`config.mk`:
```
export PLATFORM = sky130hd
export DESIGN_NAME = sprite_line_sched
export DESIGN_NICKNAME = d
export VERILOG_FILES = /design/src/rtl/vga_pkg.sv /design/src/rtl/sprite_row_buf.sv /design/src/rtl/sprite_line_sched.sv
export SDC_FILE = /design/constraint.sdc
export NUM_CORES = 1
export LEC_CHECK = 0
export CORE_MARGIN = 1.5
export CORE_UTILIZATION = 30
export DETAILED_ROUTE_END_ITERATION = 7
export SKIP_LAST_GASP = 1
export SYNTH_ARGS = -nofsm -noshare
export SYNTH_HDL_FRONTEND = slang
export SYNTH_SLANG_ARGS = --single-unit
```
`constraint.sdc`:
```
create_clock -name CLK -period 13.7 [get_ports CLK]
set_input_delay 2.74 -clock CLK [delete_from_list [all_inputs] [get_ports CLK]]
set_output_delay 2.74 -clock CLK [all_outputs]
set_load 0.1 [all_outputs]
```
`src/rtl/vga_pkg.sv`:
```
// -----------------------------------------------------------------------------
// vga_pkg
// Shared constants and types for the sprite line scheduler.
//   - Default 640x480 VGA line and frame timing, and the x/y positions that
//     start a sprite row fetch and latch sprite positions.
//   - Sprite geometry: 32x32 pixels at 1bpp, so each row is 4 ROM bytes.
//   - Fetch FSM state encoding.
// -----------------------------------------------------------------------------
package vga_pkg;

    localparam int H_TOTAL = 800;   // pixels per line
    localparam int V_TOTAL = 525;   // lines per frame
    localparam int H_FETCH = 640;   // x at which the row fetch starts
    localparam int V_LATCH = 480;   // y at which sprite positions are latched

    localparam int SPR_DIM   = 32;  // sprite width and height in pixels
    localparam int SPR_BYTES = 4;   // ROM bytes per sprite row

    typedef enum logic [1:0] {
        IDLE  = 2'd0,
        ISSUE = 2'd1,
        DRAIN = 2'd2
    } fetch_state_e;

endpackage

```
`src/rtl/sprite_row_buf.sv`:
```
// -----------------------------------------------------------------------------
// sprite_row_buf
// One sprite's double-buffered 32-pixel row. The fetch sequencer fills the
// shadow row one byte at a time while the active row is being displayed; at
// end of line the shadow row is copied to the active row. The registered
// pixel output selects one bit of the active row.
//
// Optional feature: define SPRITE_MIRROR_EN to add the `flip` input, which
// mirrors the row horizontally.
//
// Ports:
//   clk, rst_n  pixel clock, asynchronous active-low reset
//   clr         clear the shadow row (start of a fetch sequence)
//   wr_en       write wr_data into shadow byte wr_byte (byte 0 = leftmost)
//   wr_byte     byte index within the row
//   wr_data     ROM byte, MSB is the leftmost pixel
//   swap        copy shadow row to active row
//   blank       display blanking; forces the pixel to 0
//   dx          x minus the sprite's left edge, mod 1024
//   flip        horizontal mirror (SPRITE_MIRROR_EN only)
//   pix         registered opaque bit for the current pixel
// -----------------------------------------------------------------------------
module sprite_row_buf
    import vga_pkg::*;
(
    input  logic                         clk,
    input  logic                         rst_n,
    input  logic                         clr,
    input  logic                         wr_en,
    input  logic [$clog2(SPR_BYTES)-1:0] wr_byte,
    input  logic [7:0]                   wr_data,
    input  logic                         swap,
    input  logic                         blank,
    input  logic [9:0]                   dx,
`ifdef SPRITE_MIRROR_EN
    input  logic                         flip,
`endif
    output logic                         pix
);

    logic [SPR_DIM-1:0] shadow;
    logic [SPR_DIM-1:0] active;
    logic [4:0]         sel;

    // Pixel dx lives at bit 31-dx of the row; the mirror reads bit dx instead.
`ifdef SPRITE_MIRROR_EN
    assign sel = flip ? dx[4:0] : ~dx[4:0];
`else
    assign sel = ~dx[4:0];
`endif

    // NOTE: both rows are ordinary flops with an async reset so a sprite can
    // never show garbage between reset release and the first completed fetch.
    always_ff @(posedge clk or negedge rst_n) begin
        if (!rst_n) begin
            shadow <= '0;
            active <= '0;
            pix    <= 1'b0;
        end else begin
            if (clr) begin
                shadow <= '0;
            end else if (wr_en) begin
                // Byte b occupies bits [31-8b -: 8], i.e. base 8*(3-b).
                shadow[{~wr_byte, 3'b000} +: 8] <= wr_data;
            end
            if (swap) begin
                active <= shadow;
            end
            pix <= !blank && (dx < 10'(SPR_DIM)) && active[sel];
        end
    end

endmodule

```
`src/rtl/sprite_line_sched.sv`:
```
// -----------------------------------------------------------------------------
// sprite_line_sched
// Per-line sprite fetch scheduler. During horizontal blanking it walks the
// sprites, reads each visible sprite's row for the next scanline from a
// shared synchronous 1bpp ROM into a shadow buffer, and swaps all shadow rows
// to the active rows at end of line. During the visible region it emits one
// registered pixel bit per sprite (1 cycle behind x).
//
// Optional feature: define SPRITE_MIRROR_EN to add the `spr_flip` input
// (per-sprite horizontal mirror, latched with the positions).
//
// Ports:
//   CLK, RST_N      pixel clock, asynchronous active-low reset
//   x, y            current pixel counters from vga_sync
//   blank           high outside the visible area
//   spr_x, spr_y    sprite top-left positions, sprite i at [10i+9:10i]
//   spr_en          per-sprite enable
//   spr_flip        per-sprite mirror (SPRITE_MIRROR_EN only)
//   rom_addr        ROM address {id, row[4:0], byte[1:0]}
//   rom_data        ROM byte, valid 1 cycle after rom_addr
//   pix             per-sprite opaque bit, registered
//   busy            fetch sequence in progress
// -----------------------------------------------------------------------------
module sprite_line_sched #(
    parameter  int NSPR    = 2,
    parameter  int H_FETCH = vga_pkg::H_FETCH,
    parameter  int H_TOTAL = vga_pkg::H_TOTAL,
    parameter  int V_TOTAL = vga_pkg::V_TOTAL,
    parameter  int V_LATCH = vga_pkg::V_LATCH,
    localparam int AW      = $clog2(NSPR) + 7
) (
    input  logic                 CLK,
    input  logic                 RST_N,
    input  logic [9:0]           x,
    input  logic [9:0]           y,
    input  logic                 blank,
    input  logic [10*NSPR-1:0]   spr_x,
    input  logic [10*NSPR-1:0]   spr_y,
    input  logic [NSPR-1:0]      spr_en,
`ifdef SPRITE_MIRROR_EN
    input  logic [NSPR-1:0]      spr_flip,
`endif
    output logic [AW-1:0]        rom_addr,
    input  logic [7:0]           rom_data,
    output logic [NSPR-1:0]      pix,
    output logic                 busy
);

    localparam int             IDW     = (NSPR > 1) ? $clog2(NSPR) : 1;
    localparam logic [9:0]     X_FETCH = 10'(H_FETCH);
    localparam logic [9:0]     X_LAST  = 10'(H_TOTAL - 1);
    localparam logic [9:0]     Y_LAST  = 10'(V_TOTAL - 1);
    localparam logic [9:0]     Y_LATCH = 10'(V_LATCH);
    localparam logic [IDW-1:0] ID_LAST = IDW'(NSPR - 1);

    // Latched sprite positions; everything downstream uses only these so a
    // mid-frame position change cannot tear the picture.
    logic [NSPR-1:0][9:0] lx;
    logic [NSPR-1:0][9:0] ly;
    logic [NSPR-1:0]      le;
`ifdef SPRITE_MIRROR_EN
    logic [NSPR-1:0]      lf;
`endif

    always_ff @(posedge CLK or negedge RST_N) begin
        if (!RST_N) begin
            lx <= '0;
            ly <= '0;
            le <= '0;
`ifdef SPRITE_MIRROR_EN
            lf <= '0;
`endif
        end else if (x == 10'd0 && y == Y_LATCH) begin
            lx <= spr_x;
            ly <= spr_y;
            le <= spr_en;
`ifdef SPRITE_MIRROR_EN
            lf <= spr_flip;
`endif
        end
    end

    // Target line and per-sprite row. Rows are mod 1024, so a sprite whose
    // top is above line 0 (ly near 1023) still yields the right row.
    logic [9:0]           ny;
    logic [NSPR-1:0][9:0] row;
    logic [NSPR-1:0]      on_line;

    // NOTE: every always_comb output gets a value on every path, so no latch
    // can be inferred.
    always_comb begin
        ny = (y == Y_LAST) ? 10'd0 : y + 10'd1;
        for (int i = 0; i < NSPR; i++) begin
            row[i]     = ny - ly[i];
            on_line[i] = le[i] && (row[i] < 10'(vga_pkg::SPR_DIM));
        end
    end

    vga_pkg::fetch_state_e state;
    logic [IDW-1:0]        id;
    logic [1:0]            b;
    logic                  cap_valid;
    logic [IDW-1:0]        cap_id;
    logic [1:0]            cap_b;
    logic                  cur_on;
    logic [IDW+6:0]        addr_full;
    logic                  start;
    logic                  line_end;

    assign start    = (state == vga_pkg::IDLE) && (x == X_FETCH);
    assign line_end = (x == X_LAST);

    // The address is decoded straight from the FSM registers so the ROM sees
    // it in the issue cycle and its data lands exactly one cycle later.
    always_comb begin
        cur_on    = on_line[id];
        addr_full = {id, row[id][4:0], b};
        rom_addr  = (state == vga_pkg::ISSUE && cur_on) ? addr_full[AW-1:0] : '0;
    end

    // NOTE: sequential state uses non-blocking assignments only, so every
    // register samples pre-edge values regardless of statement order.
    always_ff @(posedge CLK or negedge RST_N) begin
        if (!RST_N) begin
            state     <= vga_pkg::IDLE;
            busy      <= 1'b0;
            id        <= '0;
            b         <= 2'd0;
            cap_valid <= 1'b0;
            cap_id    <= '0;
            cap_b     <= 2'd0;
        end else begin
            cap_valid <= 1'b0;
            unique case (state)
                vga_pkg::IDLE: begin
                    if (x == X_FETCH) begin
                        state <= vga_pkg::ISSUE;
                        busy  <= 1'b1;
                        id    <= '0;
                        b     <= 2'd0;
                    end
                end
                vga_pkg::ISSUE: begin
                    if (cur_on) begin
                        cap_valid <= 1'b1;
                        cap_id    <= id;
                        cap_b     <= b;
                        if (b == 2'd3) begin
                            b <= 2'd0;
                            if (id == ID_LAST) state <= vga_pkg::DRAIN;
                            else               id    <= id + IDW'(1);
                        end else begin
                            b <= b + 2'd1;
                        end
                    end else begin
                        // Off-line sprite: spend this cycle moving on.
                        b <= 2'd0;
                        if (id == ID_LAST) state <= vga_pkg::DRAIN;
                        else               id    <= id + IDW'(1);
                    end
                end
                vga_pkg::DRAIN: begin
                    state <= vga_pkg::IDLE;
                    busy  <= 1'b0;
                end
                default: begin
                    state <= vga_pkg::IDLE;
                    busy  <= 1'b0;
                end
            endcase
            // End of line always wins: the swap happens and any overrunning
            // sequence is abandoned.
            if (line_end) begin
                state <= vga_pkg::IDLE;
                busy  <= 1'b0;
            end
        end
    end

    for (genvar i = 0; i < NSPR; i++) begin : g_spr
        sprite_row_buf u_buf (
            .clk     (CLK),
            .rst_n   (RST_N),
            .clr     (start),
            .wr_en   (cap_valid && (cap_id == IDW'(i))),
            .wr_byte (cap_b),
            .wr_data (rom_data),
            .swap    (line_end),
            .blank   (blank),
            .dx      (x - lx[i]),
`ifdef SPRITE_MIRROR_EN
            .flip    (lf[i]),
`endif
            .pix     (pix[i])
        );
    end

endmodule

```
==> results of run 1 <==
power by group:
group	total [mW]	internal [mW]	switching, mW
Clock	0.486	0.245	0.242
Combinational	0.115	0.0515	0.0640
Sequential	0.561	0.548	0.0128
flip-flops by register name, indices dropped and copies added (netlist names):
register and cells:
g_spr.u_buf.active 64, g_spr.u_buf.pix 2, b 2, id 1
ly 20, g_spr.u_buf.shadow 64, busy 1, state 2
cap_valid 1, cap_b 2, le 2, lx 20
cap_id 1
through the flow:
stage	worst slack (ps)	instances	utilization, %	hold slack, ps	instance area (um2)
floorplan	2820	877	-	441	9410
global placement	3570	1325	34.6	458	10600
detailed placement	3480	1325	34.6	467	10600
CTS	3460	1357	36.5	484	11200
global route	3160	1357	36.5	500	11200
finish	3450	1357	36.5	476	11200
cell usage in the layout, fill, tap and decap left out, drive strengths merged, types with 19 or more instances in the layout:
cell type	count
dfrtp	182
nand2	123
clkdlybuf4s50	82
o21ai	79
mux2	73
inv	60
ha	44
a21oi	42
nor2	34
nand3	29
mux4	20
xnor2	19
final cells by class:
class / count / area, um2
fill: 3083 / 19500
clock buffer: 17 / 425
timing repair buffer: 90 / 885
inverter: 53 / 199
multi-input combinational: 604 / 4500
clock inverter: 15 / 161
tap: 396 / 495
sequential: 182 / 4550
cells by family (layout without fill, tap and decap cells):
group	count (synthesis)	in the layout	share of synthesized area, %
simple gates	250	250	12.5
flops	182	182	48.4
compound gates	177	177	11.5
mux	99	99	14.2
buf+inv	91	175	3.84
fa+ha+maj	48	48	6.70
xor+xnor	30	30	2.87
layer usage:
layer  part of all wire, %  routed length, um
met5                     0                  0
met3                   3.9                889
met2                    45              10200
met4                  0.82                185
met1                    50              11200
how the worst max path moves through the flow:
stage | start | to | slack [ps]
after floorplan | y[0] | rom_addr[2] | 2820
after global placement | y[0] | rom_addr[2] | 3570
after detailed placement | y[0] | rom_addr[2] | 3480
after CTS | y[0] | rom_addr[2] | 3460
after global routing | y[0] | rom_addr[2] | 3160
final | y[0] | rom_addr[2] | 3450
critical path, delay by kind of cell:
family	cells	cell delay [ps]
and+or+nand+nor	7	1240
buffers and inverters	3	1790
AOI/OAI and AO/OA	4	920
adders and majority gates	3	800
==> flow_metrics.env, run 1 <==
export IMPL_status="finished with violations"
export IMPL_violations="design-rule violations"
export IMPL_synth_seq_cells=182
export IMPL_die_w_um=180
export IMPL_p_per_area_nw_per_um2=104
export IMPL_ys_async_sr_fraction_pct=100
export IMPL_insertion_delay_ps=440
export IMPL_die_area_um2=32400
export IMPL_syn_cell_area_um2=9410
export IMPL_busiest_layer="met2"
export IMPL_coreArea_um2=30700
export IMPL_synth_seq_area_share_pct=48.4
export IMPL_reg2reg_depth=8
export IMPL_cts_num_sinks=182
export IMPL_grt_use_met3_pct=2.75
export IMPL_drive_above_1_share_pct=15.5
export IMPL_num_vias=6666
export IMPL_r2r_end="g_spr[0].u_buf.pix$_DFF_PN0_"
export IMPL_n_antenna_cell=0
export IMPL_avgSynthCellArea_um2=10.7
export IMPL_cp_start_kind="primary input"
export IMPL_place_gp_congestion=0.845
export IMPL_wl_per_cell_um=16.6
export IMPL_cts_resized=0
export IMPL_cts_setup_buffers=0
export IMPL_synth_top_area_share_pct=48.4
export IMPL_timing_final_crit_share_pct=74.8
export IMPL_start_util_pct=30.6
export IMPL_grt_use_met2_pct=22.7
export IMPL_rsz0062_at_grt="no"
export IMPL_route_detailed_drc=11
export IMPL_rows=64
export IMPL_worst_pin_slew_ps=1140
export IMPL_syn2layout_area_growth_pct=19.3
export IMPL_yosys_cell_types_count=58
export IMPL_r2r_start="lx[0]$_DFFE_PN0P_"
export IMPL_cp_cell_sequence="clkdlybuf4s50_1 -> inv_1 -> ha_1 -> nor2b_1 -> nand4_1 -> nand2_1 -> ha_1 -> fa_1 -> nand2b_1 -> a211oi_1 -> or4b_1 -> o311ai_0 -> nor4_1 -> nand2_1 -> o21ba_4 -> a211oi_2 -> clkdlybuf4s50_1"
export IMPL_critPathKind="in2out"
export IMPL_synthFlopType="dfrtp_1"
export IMPL_cts_buffers=17
export IMPL_crit_path_top_delay_cell="clkdlybuf4s50_1"
export IMPL_required_ps=10960
export IMPL_clk_path_buf_depth=2
export IMPL_hold_depth=2
export IMPL_nNetsFinal=1069
export IMPL_r2r_setup_slack_ps=10690
export IMPL_max_slew_margin_rel_pct=23.8
export IMPL_slowest_delay_ps=1160
export IMPL_drv_slew=0
export IMPL_synth_largest_area_cell="dfrtp_1"
export IMPL_fmax_ghz=0.0975
export IMPL_routed_wl_um=22500
export IMPL_overflow=0
export IMPL_root_buffer="clkbuf_16"
export IMPL_min_from="g_spr[1].u_buf.shadow[30]$_DFFE_PN0P_"
export IMPL_ir_drop_uv=102
export IMPL_clk_pin_slew_ps=70
export IMPL_p_total_mw=1.16
export IMPL_antenna_found_initial=0
export IMPL_first_iter_violations=416
export IMPL_clock_skew_ps=10.9
export IMPL_p_leak_nw=5.20
export IMPL_holdBufCountCts=0
export IMPL_met1_usage_pct=21.1
export IMPL_setup_violations=0
export IMPL_hpwlAfterDp_um=16400
export IMPL_hold_viol=0
export IMPL_hold_path_class="reg2reg"
export IMPL_min_period_ps=10250
export IMPL_synth_top_cells_by_area="dfrtp_1 (48%), mux2_2 (8.7%), ha_1 (5.9%), nand2_1 (4.9%), mux4_2 (4.8%)"
export IMPL_routed_via_density=4.91
export IMPL_synth_edf_count=0
export IMPL_die_y_um=180
export IMPL_grt_pass1_wl_um=37400
export IMPL_netlist_top_cells_count="dfrtp_1 (182), nand2_1 (122), o21ai_0 (76), mux2_2 (73), inv_1 (52)"
export IMPL_first_pass_iters=7
export IMPL_drv_cap=0
export IMPL_worstPathMaxFanout=12
export IMPL_num_io_pins=84
export IMPL_arrival_ps=7510
export IMPL_portBuffers=83
export IMPL_synth_nets=998
export IMPL_setup_tns_ps=0
export IMPL_crit_path_end_kind="primary output"
export IMPL_hold_end="g_spr[1].u_buf.shadow[30]$_DFFE_PN0P_"
export IMPL_track_usage_pct=14.5
export IMPL_syn_inst=877
export IMPL_synth_most_common_cell="dfrtp_1"
export IMPL_tritoncts="yes"
export IMPL_cts_max_level=4
export IMPL_grt_pass1_vias=6808
export IMPL_ant_nets=0
export IMPL_grt_start_max_net_pins=68
export IMPL_ys_warn_count=0
(Power assumes the default switching activity.)
==> run 2: changes to the inputs <==
==> constraint.sdc (replaced) <==
create_clock -name CLK -period 8.61 [get_ports CLK]
set_input_delay 1.722 -clock CLK [delete_from_list [all_inputs] [get_ports CLK]]
set_output_delay 1.722 -clock CLK [all_outputs]
set_load 0.1 [all_outputs]
==> run 2 against run 1 <==
  * The run still ends with design-rule violations left
  * Setup slack lost 2200 ps
  * Critical path depth did not move
  * Sequential power increased by 59%
  * Final cell count is the same
  * First-iteration DRC count down 0.24%
  * Non-clock buffer count is the same
  * Critical path type unchanged
  * Largest power group unchanged
==> flow_metrics.env, run 2 (synthesis gave the netlist of run 1 again) <==
export IMPL_cp_start_kind="primary input"
export IMPL_met1_length_um=11500
export IMPL_fin_hold_ws_ps=478
export IMPL_p_leak_nw=5.23
export IMPL_grt_pass1_vias=6796
export IMPL_layout_common_cells="dfrtp_1 (182), nand2_1 (122), o21ai_0 (76)"
export IMPL_timing_final_crit_share_pct=85.3
export IMPL_fillerInstances=3085
export IMPL_grt_pass1_wl_um=37600
export IMPL_hold_end="g_spr[1].u_buf.shadow[31]$_DFFE_PN0P_"
export IMPL_crit_family="simple AND/OR/NAND/NOR gates"
export IMPL_grt_start_max_net_pins=75
export IMPL_rows=64
export IMPL_syn2layout_area_growth_pct=19.4
export IMPL_first_pass_iters=8
export IMPL_antenna_found_initial=0
export IMPL_cts_max_level=4
export IMPL_die_y_um=180
export IMPL_holdBufCountCts=0
export IMPL_ant_nets=0
export IMPL_arrival_ps=5620
export IMPL_drv_slew=0
export IMPL_die_area_um2=32400
export IMPL_r2r_start="lx[0]$_DFFE_PN0P_"
export IMPL_portBuffers=83
export IMPL_start_util_pct=30.6
export IMPL_hold_viol=0
export IMPL_violations="design-rule violations"
export IMPL_startpoint="y[0]"
export IMPL_num_io_pins=84
export IMPL_status="finished with violations"
export IMPL_insertion_delay_ps=450
export IMPL_cts_setup_buffers=0
export IMPL_die_w_um=180
export IMPL_hold_path_class="reg2reg"
export IMPL_crit_path_top_delay_cell="clkdlybuf4s50_1"
export IMPL_ir_drop_uv=151
export IMPL_cp_cell_sequence="clkdlybuf4s50_1 -> inv_1 -> ha_1 -> nor2b_1 -> nand4_1 -> and2_1 -> inv_1 -> fa_1 -> nand2b_1 -> a211oi_1 -> or4b_1 -> o311ai_0 -> nor4_1 -> nand2_1 -> o21ba_4 -> a211oi_2 -> buf_4"
export IMPL_critPathKind="in2out"
export IMPL_drive_above_1_share_pct=16.3
export IMPL_worst_path_most_repeated_cell="inv_1"
export IMPL_overflow=0
export IMPL_clk_pin_slew_ps=80
export IMPL_routed_wl_um=23000
export IMPL_min_from="g_spr[1].u_buf.shadow[31]$_DFFE_PN0P_"
export IMPL_setup_tns_ps=0
export IMPL_reg2reg_depth=8
export IMPL_worstPathMaxFanout=12
export IMPL_cts_num_sinks=182
export IMPL_clk_path_buf_depth=2
export IMPL_worst_pin_slew_ps=1200
export IMPL_hold_depth=2
export IMPL_nNetsFinal=1069
export IMPL_fmax_ghz=0.136
export IMPL_max_slew_margin_rel_pct=19.6
export IMPL_num_vias=6642
export IMPL_reg_top3="g_spr.u_buf.active: 64 flops, g_spr.u_buf.shadow: 64 flops"
export IMPL_r2r_end="g_spr[0].u_buf.pix$_DFF_PN0_"
export IMPL_coreArea_um2=30700
export IMPL_rsz0062_at_grt="no"
export IMPL_final_common_cell="dfrtp_1"
export IMPL_critPathBufInv=4
export IMPL_required_ps=6890
export IMPL_drv_cap=0
export IMPL_min_period_ps=7340
export IMPL_wl_per_cell_um=16.9
export IMPL_tritoncts="yes"
export IMPL_clock_skew_ps=12.5
export IMPL_cts_resized=0
export IMPL_setup_violations=0
export IMPL_route_detailed_drc=12
export IMPL_met2_length_um=10200
export IMPL_track_usage_pct=14.8
export IMPL_n_antenna_cell=0
export IMPL_routed_via_density=4.89
export IMPL_dr_wl_met3_um=1080
export IMPL_p_per_area_nw_per_um2=167
export IMPL_place_gp_congestion=0.843
export IMPL_hpwlAfterDp_um=16200
export IMPL_root_buffer="clkbuf_16"
export IMPL_top_layer="met4"
export IMPL_crit_path_end_kind="primary output"
export IMPL_r2r_setup_slack_ps=5600
export IMPL_first_iter_violations=415
export IMPL_cts_buffers=17
export IMPL_slowest_delay_ps=540
==> run 2: report_power, final <==
| group | switching [mW] | leakage (nW) | internal [mW] |
|---|---|---|---|
| registers | 0.0209 | 2.25 | 0.872 |
| logic | 0.103 | 2.69 | 0.0820 |
| clock network | 0.370 | 0.290 | 0.432 |
==> run 2: metal layers <==
metal,vias to the layer above,GRT usage (%)
met2,126,22.6
met5,-,0
met4,0,3.33
met1,3276,21.1
li1,3223,-
met3,17,3.54
==> run 2: worst min-delay path, cell delays in order (launching register included) <==
cell     delay [ps]
dfrtp_1         340
nand2_1          50
o21ai_0          60
==> run 2: layout make-up <==
cell class / instances / area, um2 / share of cell area (%)
inverter: 53 / 199 / 1.77
clock inverter: 12 / 135 / 1.20
timing repair buffer: 90 / 865 / 7.70
multi-input combinational: 604 / 4510 / 40.2
clock buffer: 20 / 467 / 4.16
tap: 396 / 495 / 4.41
sequential: 182 / 4550 / 40.6
==> run 2: worst max-delay path by stage <==
stage / to / slack (ps) / depth (start not counted)
6_report: rom_addr[3] / 1270 / 17
4_1_cts: rom_addr[3] / 1280 / 17
2_1_floorplan: rom_addr[2] / 460 / 16
5_1_grt: rom_addr[3] / 900 / 17
3_5_place_dp: rom_addr[3] / 1330 / 17
3_3_place_gp: rom_addr[3] / 1340 / 17
==> run 2: through the flow <==
stage / util (%) / setup WS (ps) / std cells / cell area [um2] / total power [mW]
floorplan: - / 463 / 877 / 9410 / 1.00
global placement: 34.6 / 1340 / 1325 / 10600 / 1.09
detailed placement: 34.6 / 1330 / 1325 / 10600 / 1.09
CTS: 36.5 / 1280 / 1357 / 11200 / 1.90
global route: 36.5 / 905 / 1357 / 11200 / 1.96
finish: 36.5 / 1270 / 1357 / 11200 / 1.88
==> run 3: changes to the inputs <==
--- a/config.mk
+++ b/config.mk
@@ -5,6 +5,7 @@
 export SDC_FILE = /design/constraint.sdc
 export NUM_CORES = 1
 export LEC_CHECK = 0
+export ABC_AREA = 1
 export CORE_MARGIN = 1.5
 export CORE_UTILIZATION = 30
 export DETAILED_ROUTE_END_ITERATION = 7
==> run 3 against run 2 <==
  * The run now ends clean
  * Sequential power about the same
  * Power up 9.0%
  * Via count increased by 22%
  * Non-clock buffer count increased by 1
  * Sequential cell count is the same
  * Register-to-register slack better by 270 ps
  * Critical path type unchanged
==> flow_metrics.env, run 3 <==
export IMPL_status="finished, final reports clean"
export IMPL_die_y_um=187
export IMPL_p_leak_nw=5.65
export IMPL_synth_most_common_cell="nand2_1"
export IMPL_fmax_ghz=0.143
export IMPL_required_ps=6890
export IMPL_netlist_top_cells_count="nand2_1 (291), dfrtp_1 (182), inv_1 (151), nor2_1 (88), o21ai_0 (77)"
export IMPL_coreArea_um2=33400
export IMPL_drv_slew=0
export IMPL_cts_num_sinks=182
export IMPL_num_vias=8102
export IMPL_cts_buffers=17
export IMPL_arrival_ps=5250
export IMPL_synth_edf_count=0
export IMPL_synth_largest_area_cell="dfrtp_1"
export IMPL_worst_slack_ps=1640
export IMPL_cts_resized=0
export IMPL_clk_path_buf_depth=2
export IMPL_yosys_cell_types_count=45
export IMPL_rsz0062_at_grt="no"
export IMPL_die_w_um=187
export IMPL_track_usage_pct=15.1
export IMPL_crit_path_top_delay_cell="clkdlybuf4s50_1"
export IMPL_clock_skew_ps=13.9
export IMPL_routed_via_density=4.70
export IMPL_worst_pin_slew_ps=1090
export IMPL_nNetsFinal=1383
export IMPL_ir_drop_uv=137
export IMPL_routed_wl_um=25500
export IMPL_holdBufCountCts=0
export IMPL_hold_path_class="reg2reg"
export IMPL_pre_cts_slack_ps=1640
export IMPL_ys_async_sr_fraction_pct=100
export IMPL_antenna_found_initial=0
export IMPL_cp_start_kind="primary input"
export IMPL_syn_inst=1193
export IMPL_setup_violations=0
export IMPL_overflow=0
export IMPL_critPathBufInv=6
export IMPL_drive_above_1_share_pct=10.4
export IMPL_crit_path_end_kind="primary output"
export IMPL_max_slew_margin_rel_pct=27.1
export IMPL_insertion_delay_ps=450
export IMPL_drv_cap=0
export IMPL_synth_top_area_share_pct=45.0
export IMPL_first_pass_iters=5
export IMPL_synth_seq_cells=182
export IMPL_grt_pass1_vias=8143
export IMPL_first_iter_violations=495
export IMPL_syn2layout_area_growth_pct=18.5
export IMPL_num_io_pins=84
export IMPL_crit_family="simple AND/OR/NAND/NOR gates"
export IMPL_min_period_ps=6970
export IMPL_ys_warn_count=0
export IMPL_root_buffer="clkbuf_16"
export IMPL_hpwlAfterDp_um=18700
export IMPL_p_per_area_nw_per_um2=171
export IMPL_worstPathMaxFanout=9
export IMPL_cts_setup_buffers=0
export IMPL_hold_viol=0
export IMPL_worst_path_most_repeated_cell="nand2_1"
export IMPL_reg_top3="g_spr.u_buf.active: 64 flops, g_spr.u_buf.shadow: 64 flops"
export IMPL_n_antenna_cell=0
export IMPL_setup_tns_ps=0
export IMPL_rows=67
export IMPL_die_area_um2=34800
export IMPL_synth_seq_area_share_pct=45.0
export IMPL_portBuffers=83
export IMPL_place_gp_congestion=0.859
export IMPL_wl_per_cell_um=14.8
export IMPL_timing_final_crit_share_pct=81.0
export IMPL_critPathKind="in2out"
export IMPL_grt_start_max_net_pins=114
export IMPL_synth_top_cells_by_area="dfrtp_1 (45%), nand2_1 (11%), mux2_2 (7.6%), inv_1 (5.6%), ha_1 (5.4%)"
export IMPL_slowest_delay_ps=550
export IMPL_clk_pin_slew_ps=70
export IMPL_cts_max_level=4
export IMPL_route_detailed_drc=0
export IMPL_tritoncts="yes"
export IMPL_avgSynthCellArea_um2=8.48
export IMPL_grt_pass1_wl_um=42400
export IMPL_final_common_cell="nand2_1"
export IMPL_synthFlopType="dfrtp_1"
export IMPL_layout_common_cells="nand2_1 (290), dfrtp_1 (182), inv_1 (151)"
export IMPL_fin_hold_ws_ps=478
export IMPL_start_util_pct=30.3
export IMPL_syn_cell_area_um2=10100
export IMPL_synth_nets=1314
export IMPL_ant_nets=0
## run 3: changes by cell type in the layout (fill, tap and decap cells not counted), sizes merged, moves of 31 or more
cell / before / now
a21oi: 42 / 75
inv: 59 / 159
nand2: 123 / 292
nand3: 29 / 60
nor2: 34 / 89
## run 3: path summary, 6_finish.rpt
kind	from	endpoint	slack (ps)	cells past startpoint
worst min-delay path	g_spr[0].u_buf.active[27]$_DFFE_PN0N_	g_spr[0].u_buf.active[27]$_DFFE_PN0N_	480	2
max in group asynchronous	RST_N	g_spr[1].u_buf.active[16]$_DFFE_PN0N_	5630	2
worst min register to register	g_spr[0].u_buf.active[27]$_DFFE_PN0N_	g_spr[0].u_buf.active[27]$_DFFE_PN0N_	480	2
worst max-delay path	y[0]	rom_addr[7]	1640	25
worst max register to register	lx[10]$_DFFE_PN0P_	g_spr[1].u_buf.pix$_DFF_PN0_	5870	9
min in group asynchronous	RST_N	lx[2]$_DFFE_PN0P_	1420	1
## run 3: metrics by stage
stage	power, mW	utilization (%)	std cells	cell area, um2
3_5_place_dp	1.25	34.1	1691	11400
6_report	2.05	35.9	1723	12000
4_1_cts	2.07	35.9	1723	12000
5_1_grt	2.15	35.9	1723	12000
3_3_place_gp	1.24	34.1	1691	11400
2_1_floorplan	1.11	-	1193	10100
## run 3: worst register-to-register path: cells and delay by family (launching register included)
family                   cells  cell delay (ps)
AND/OR/NAND/NOR              3              360
XOR/XNOR                     1              790
flip-flops                   1              350
AO/OA/AOI/OAI                2              540
adder cells (fa/ha/maj)      2              530
buffers and inverters        1               50
## run 3: layout make-up
| cell class | instances | area (um2) |
|---|---|---|
| Sequential cell | 182 | 4550 |
| Inverter | 153 | 574 |
| Fill cell | 3528 | 21400 |
| Tap cell | 448 | 561 |
| Clock inverter | 14 | 181 |
| Multi-Input combinational cell | 817 | 4800 |
| Clock buffer | 18 | 439 |
| Timing Repair Buffer | 91 | 872 |
## run 3: cells by family (layout without fill, tap and decap cells)
group / after synthesis / after routing / synth area share [%]
buf+inv: 194 / 276 / 7.57
xor+xnor: 24 / 24 / 2.08
flops: 182 / 182 / 45.0
simple gates: 483 / 483 / 20.1
compound gates: 186 / 186 / 10.6
fa+ha+maj: 48 / 48 / 6.24
mux: 76 / 76 / 8.36
## run 3: routing by layer
layer / part of all wire [%] / GRT usage [%] / vias up
li1: - / - / 4042
met3: 3.4 / 2.54 / 24
met1: 50 / 21.2 / 3860
met2: 45 / 23.9 / 176
met4: 1.6 / 4.56 / 0
met5: 0 / 0 / -
## run 3: power by group
part / switching, mW / total (mW) / internal [mW]
registers: 0.0164 / 0.892 / 0.876
clock network: 0.392 / 0.819 / 0.427
logic: 0.216 / 0.338 / 0.121
total: 0.625 / 2.05 / 1.42
